==> config.mk <==
export PLATFORM = sky130hd
export DESIGN_NAME = pipe_stage_reg
export DESIGN_NICKNAME = d
export VERILOG_FILES = /design/src/rtl/pipe_stage_reg.sv
export SDC_FILE = /design/constraint.sdc
export NUM_CORES = 1
export LEC_CHECK = 0
export CORE_AREA = 8 8 87 148
export DETAILED_ROUTE_END_ITERATION = 8
export DIE_AREA = 0 0 95 156
export GPL_ROUTABILITY_DRIVEN = 0
export HOLD_SLACK_MARGIN = 0.12
export PLACE_DENSITY = 0.84
export SKIP_LAST_GASP = 1
export SLEW_MARGIN = 15
export SYNTH_ARGS = -nofsm -noshare
export SYNTH_HDL_FRONTEND = slang
export SYNTH_SLANG_ARGS = --single-unit
==> constraint.sdc <==
create_clock -name clk -period 7.8 [get_ports clk]
set_clock_uncertainty 0.15 [all_clocks]
set_input_delay 1.56 -clock clk [delete_from_list [all_inputs] [get_ports clk]]
set_output_delay 1.56 -clock clk [all_outputs]
set_load 0.01 [all_outputs]
==> src/rtl/pipe_stage_reg.sv <==
// Pipeline stage register with valid/ready handshake, shared by every
// inter-stage boundary (F/D, D/E, E/M, M/W). Flush turns the control bundle
// into a bubble and leaves the data payload as it is.
// Build option: define PIPE_STAGE_SKID_EN to add a 2-entry skid buffer
// with a registered in_ready. Without it, the stage is a single register
// with combinational in_ready.
module pipe_stage_reg #(
    parameter int unsigned       DATA_W   = 96,
    parameter int unsigned       CTRL_W   = 16,
    parameter logic [CTRL_W-1:0] CTRL_RST = '0
) (
    input  logic              clk,
    input  logic              rst,
    input  logic              flush,
    input  logic              in_valid,
    output logic              in_ready,
    input  logic [DATA_W-1:0] in_data,
    input  logic [CTRL_W-1:0] in_ctrl,
    output logic              out_valid,
    input  logic              out_ready,
    output logic [DATA_W-1:0] out_data,
    output logic [CTRL_W-1:0] out_ctrl
);

    logic accept;
    logic pop;

    assign accept = in_valid & in_ready;
    assign pop    = out_valid & out_ready;

`ifdef PIPE_STAGE_SKID_EN

    typedef enum logic [1:0] {
        EMPTY = 2'd0,
        ONE   = 2'd1,
        TWO   = 2'd2
    } state_t;

    state_t            state;
    logic [DATA_W-1:0] skid_data;
    logic [CTRL_W-1:0] skid_ctrl;

    // Main/skid occupancy control; in_ready is low exactly while the skid entry is full
    always_ff @(posedge clk or posedge rst) begin
        if (rst) begin
            state     <= EMPTY;
            out_valid <= 1'b0;
            out_data  <= '0;
            out_ctrl  <= CTRL_RST;
            skid_data <= '0;
            skid_ctrl <= CTRL_RST;
            in_ready  <= 1'b1;
        end else if (flush) begin
            state     <= EMPTY;
            out_valid <= 1'b0;
            out_ctrl  <= CTRL_RST;
            skid_ctrl <= CTRL_RST;
            in_ready  <= 1'b1;
        end else begin
            case (state)
                EMPTY: begin
                    if (accept) begin
                        state     <= ONE;
                        out_valid <= 1'b1;
                        out_data  <= in_data;
                        out_ctrl  <= in_ctrl;
                    end
                end
                ONE: begin
                    if (accept && pop) begin
                        out_data <= in_data;
                        out_ctrl <= in_ctrl;
                    end else if (accept) begin
                        state     <= TWO;
                        skid_data <= in_data;
                        skid_ctrl <= in_ctrl;
                        in_ready  <= 1'b0;
                    end else if (pop) begin
                        state     <= EMPTY;
                        out_valid <= 1'b0;
                        out_ctrl  <= CTRL_RST;
                    end
                end
                TWO: begin
                    if (pop) begin
                        state     <= ONE;
                        out_data  <= skid_data;
                        out_ctrl  <= skid_ctrl;
                        skid_ctrl <= CTRL_RST;
                        in_ready  <= 1'b1;
                    end
                end
                default: begin
                    // Unreachable encoding: fall back to a clean empty stage
                    state     <= EMPTY;
                    out_valid <= 1'b0;
                    out_ctrl  <= CTRL_RST;
                    skid_ctrl <= CTRL_RST;
                    in_ready  <= 1'b1;
                end
            endcase
        end
    end

`else

    // Single-entry stage: a pop frees the slot in the same cycle
    assign in_ready = !out_valid | out_ready;

    // Main register load, bubble insertion on pop-without-refill, and flush squash
    always_ff @(posedge clk or posedge rst) begin
        if (rst) begin
            out_valid <= 1'b0;
            out_data  <= '0;
            out_ctrl  <= CTRL_RST;
        end else if (flush) begin
            out_valid <= 1'b0;
            out_ctrl  <= CTRL_RST;
        end else if (accept) begin
            out_valid <= 1'b1;
            out_data  <= in_data;
            out_ctrl  <= in_ctrl;
        end else if (pop) begin
            out_valid <= 1'b0;
            out_ctrl  <= CTRL_RST;
        end
    end

`endif

endmodule

### Word level (Yosys, flattened, before mapping)

Cells that the tools add are included.

| storage, ports and cells | value |
|---|---|
| output and inout bits | 114 |
| bits in registers | 113 |
| logic and storage cells | 16 |

| operators by class | value |
|---|---|
| mux-type cells | 6 |
| bitwise gates (word level) | 4 |
| reduce and logical (&&, ||, !) cells | 3 |

Operator list:

| operator | count |
|---|---|
| 16-bit 2-to-1 mux | 3 |
| 1-bit 2-to-1 mux | 3 |
| 3-bit nonzero test | 1 |
| 1-bit AND | 2 |
| 2-bit AND reduction | 1 |
| 1-bit logical NOT | 1 |
| 1-bit inverter | 1 |
| 1-bit bitwise OR | 1 |

### Longest topological paths before layout

| logic depth | value |
|---|---|
| depth after elaboration | 5 |
| gate-level depth with buffers | 7 |

### Worst setup path before layout

OpenSTA, ideal clock, no wires.

| timing path | value |
|---|---|
| kind | input to output |
| start | input out_ready |
| end | output in_ready |
| slack | 3.700 ns |
| data required time | 6.090 ns |
| cell stages on the path | 5 |
| arrival time | 2.390 ns |
| buffers on the path | 3 |
| path through | buf_2 > nor2b_1 > buf_2 > clkbuf_1 > inv_1 |

| between the ends | value |
|---|---|
| cells in the longest elaborated chain, start to end | 1 |

Ends and longest elaborated chain:

| item | RTL line | RTL |
|---|---|---|
| start, declared | 20 | `input logic out_ready,` |
| 1-bit bitwise OR | 108 | `assign in_ready = !out_valid \| out_ready;` |
| end, declared | 16 | `output logic in_ready,` |

No other way between the ends.

### Worst setup path after layout

Same ends and word-level chain as after synthesis.

==> flow_results.org <==
** Run status
- Outcome :: completed

** Route
- For this block, the via count after detailed routing is 3,433.
- In the detailed route, the total length drawn on met2 is 7.30 mm.
- Dividing the detail-routed via count by the number of cells gives 5.06.
- WL per Instance :: 19.6 µm
- For this block, the initial DRC count from the detailed router was 143.
- The first detailed-routing pass ran for 4 iterations.
- In the final routing, the length of wire on met1 measures 4.46 mm.
- Highest routed metal layer :: met4
- Final wirelength :: 13.3 mm
- For this run, design rule violations remaining after detail routing come to 0.
- The count of nets left with antenna violations once routing finished came out at 0.
- Met3 Wirelength :: 1.24 mm

** Critical path
- Register-to-register path setup slack :: 5.28 ns
- Largest stage delay, worst path :: 0.88 ns
- Launch point of the worst path :: out_ready
- At the worst endpoint, the required time is 6.09 ns.
- Cells traversed along the worst timing path :: clkdlybuf4s50_1 -> nor2b_1 -> inv_1 -> clkdlybuf4s50_1
- Most prevalent standard cell on the critical path :: clkdlybuf4s50_1
- Top fanout value on the critical path :: 17
- The slowest stage of the critical path is the clkdlybuf4s50_1 cell.
- Arrival time of the worst setup path :: 3.21 ns
- Source of the worst register-to-register timing path :: out_valid$_DFFE_PP0P_
- CP endpoint kind :: primary output
- Broken down by cell family, the worst path's largest delay share belongs to buffers and inverters.
- Worst reg2reg endpoint :: out_data[71]$_DFFE_PP0P_
- The worst setup path is launched from an input pin.
- Critical path buffer and inverter count :: 3
- By startpoint and endpoint, the worst setup path is classified as input pin to primary output.
- Number of cells on the worst reg-to-reg path :: 5

** Synthesis
- The portion of synthesized area spent on multiplexers is 0.273.
- In the synthesized netlist, the number of instances is 300.
- Seq/Total Area, Yosys :: 0.621
- For this run, the number of Yosys warnings is 0.
- Area share of xor/xnor cells in the synthesized design :: 0
- Net count after synthesis :: 417
- In this run the cell area of the synthesized design comes to 4550 µm².
- Of the total synthesized cell area, the portion taken by AND, OR, NAND and NOR gates is 0.0291.
- Synthesized-area fraction occupied by adder cells :: 0
- The synthesized design contains 113 register bits.
- A synthesized cell averages 15.2 µm².
- After synthesis, the largest family of logic cells by area is multiplexers.
- The area fraction in compound gates after synthesis was 0.0484.
- Count of unique library cells instantiated by Yosys :: 15

** Die
- Effective utilization at floorplan :: 0.417
- In this run the standard cell core region covers 10,900 µm².
- Floorplan die area :: 14,800 µm²
- Floorplan die width :: 95 µm
- For this design the top-level I/O count stands at 231.
- Chip Height :: 156 µm
- Num rows :: 51

** Worst hold path
- Hold Path Origin :: out_data[66]$_DFFE_PP0P_
- Number of instances on the worst hold path :: 1
- Worst Hold Path EP :: out_data[66]$_DFFE_PP0P_
- The worst hold path belongs to the class register to register.

** Timing
- Total count of hold-check failures in the final report :: 0
- For the pin with the worst max-slew slack, the measured transition is 0.709 ns.
- Max-slew violations :: 0
- Setup violations remaining at the end of the flow were counted as 0.
- Relative slew slack :: 0.526
- For the final routed database, the setup TNS stands at 0 ns.
- Period utilisation layout :: 0.630
- Clock period minus final worst setup slack :: 4.92 ns
- Setup repair after global routing left no endpoint under its margin.
- For this run, the top clock speed supported by timing is 0.203 GHz.

** Global route
- Overall routing resource usage :: 0.181
- The number of global-route vias before repair was 3,801.
- Entering global routing, the biggest net connects 58 pins.
- The first global-routing pass estimated 20.4 mm of wire.
- Summed over all layers, the global routing overflow is 0.
- The initial antenna violation count came to 0.

** Layout
- The net count of the finished layout is 650.
- Relative to the synthesized area, the layout overhead comes to 64.4%.
- Summing all non-filler instances in the final layout gives an area of 7490 µm².
- Final instance count without filler cells :: 678
- In the final layout, the share of cells above drive strength 1 is 0.198.
- 0 antenna diodes ended up in the layout.

** Power
- Total leakage power :: 3.09 nW
- VDD sags by at most 0.166 mV.
- Pwr/cell area :: 251 nW/µm²
- Power comes to 1.88 mW.

** Clock tree
- Buffers added to address setup during post-CTS repair amount to 0.
- The clock reaches the later pin of the worst-skew pair after 0.40 ns.
- TritonCTS Buffers :: 17
- # hold bufs at CTS :: 0
- Clock tree from TritonCTS :: yes
- CTS root buffer :: clkbuf_16
- H-Tree Level Count :: 4
- After clock tree synthesis, the clock-pin slew on the worst setup and hold paths is 0.05 ns.
- Clock tree synthesis found a total of 113 sinks.
- The longest clock path from root to sink contains 2 buffers.
- After clock tree synthesis, the repair step resized 0 gates.

** Place
- The wire-length estimate of the detail-placed layout is 9.96 mm.
- After detailed placement, the total cell area comes to 6940 µm².
- Placed insts :: 646
- Input and output buffers added on the ports amount to 230.

** Run
- Maximum capacitance violations :: 0
[synth_stat cells]
cell | number | area [µm²]
a21oi_1 | 16 | 80.1
a32oi_1 | 16 | 140
buf_2 | 10 | 50.1
buf_4 | 1 | 7.51
buf_6 | 4 | 45.0
clkbuf_1 | 6 | 22.5
dfrtp_1 | 113 | 2830
inv_1 | 2 | 7.51
mux2_1 | 40 | 450
mux2_2 | 56 | 631
mux2i_1 | 16 | 160
nor2_1 | 2 | 7.51
nor2b_1 | 1 | 6.26
nor3b_4 | 1 | 18.8
or2_2 | 16 | 100
[placed cells by master, fill, tap and decap left out]
cell type / netlist / routed
inv_4: 0 / 1
dfrtp_1: 113 / 113
nor3b_4: 1 / 1
or2_2: 16 / 16
clkdlybuf4s50_1: 0 / 230
bufinv_16: 0 / 1
buf_4: 1 / 5
a21oi_1: 16 / 16
clkinv_2: 0 / 5
mux2i_1: 16 / 16
a32oi_1: 16 / 16
clkinvlp_4: 0 / 3
clkbuf_16: 0 / 17
inv_1: 2 / 1
nor2b_1: 1 / 1
mux2_1: 40 / 40
clkinv_4: 0 / 1
clkbuf_1: 6 / 3
nor2_1: 2 / 2
mux2_2: 56 / 56
clkbuf_8: 0 / 2
[report_power, final]
group | switching, mW | total, mW | internal [mW] | leakage [nW]
Sequential | 0.0503 | 0.729 | 0.679 | 1.35
Clock | 0.259 | 0.711 | 0.452 | 0.266
Combinational | 0.160 | 0.437 | 0.278 | 1.47
Total | 0.469 | 1.88 | 1.41 | 3.09
[logic make-up (layout without fill, tap and decap cells)]
group,Yosys count,after routing
buffers and inverters,23,269
AO/OA/AOI/OAI,32,32
multiplexers,112,112
flip-flops,113,113
AND/OR/NAND/NOR,20,20
[layout make-up]
| type | count | area, µm² |
|---|---|---|
| Timing Repair Buffer | 235 | 2340 |
| Inverter | 2 | 10.0 |
| Multi-Input combinational cell | 164 | 1590 |
| Sequential cell | 113 | 2830 |
| Clock inverter | 10 | 86.3 |
| Tap cell | 132 | 165 |
| Clock buffer | 22 | 464 |
| Fill cell | 777 | 3420 |
[metrics by stage]
step	setup slack (ns)	utilization	hold WS [ns]
3_5_place_dp	2.92	0.636	0.324
4_1_cts	2.91	0.686	0.336
6_report	2.88	0.686	0.333
3_3_place_gp	2.92	0.636	0.319
5_1_grt	2.84	0.686	0.352
2_1_floorplan	3.10	-	0.379
[sequential cells by signal (all words and copies together) (netlist names)]
signal,flops
out_valid,1
out_ctrl,16
out_data,96
[how the worst max path moves through the flow]
stage / endpoint / slack [ns] / depth (start not counted)
floorplan: out_ctrl[0]$_DFFE_PP0P_ / 3.10 / 1
global placement: in_ready / 2.92 / 4
detailed placement: in_ready / 2.92 / 4
CTS: in_ready / 2.91 / 4
global route: in_ready / 2.84 / 4
finish: in_ready / 2.88 / 4
[layer usage]
metal	vias up	GRT usage
met5	-	0
met2	168	0.323
met1	1696	0.178
met3	21	0.0694
li1	1548	-
met4	0	0.0756
Power figures use the tool's default switching activity.
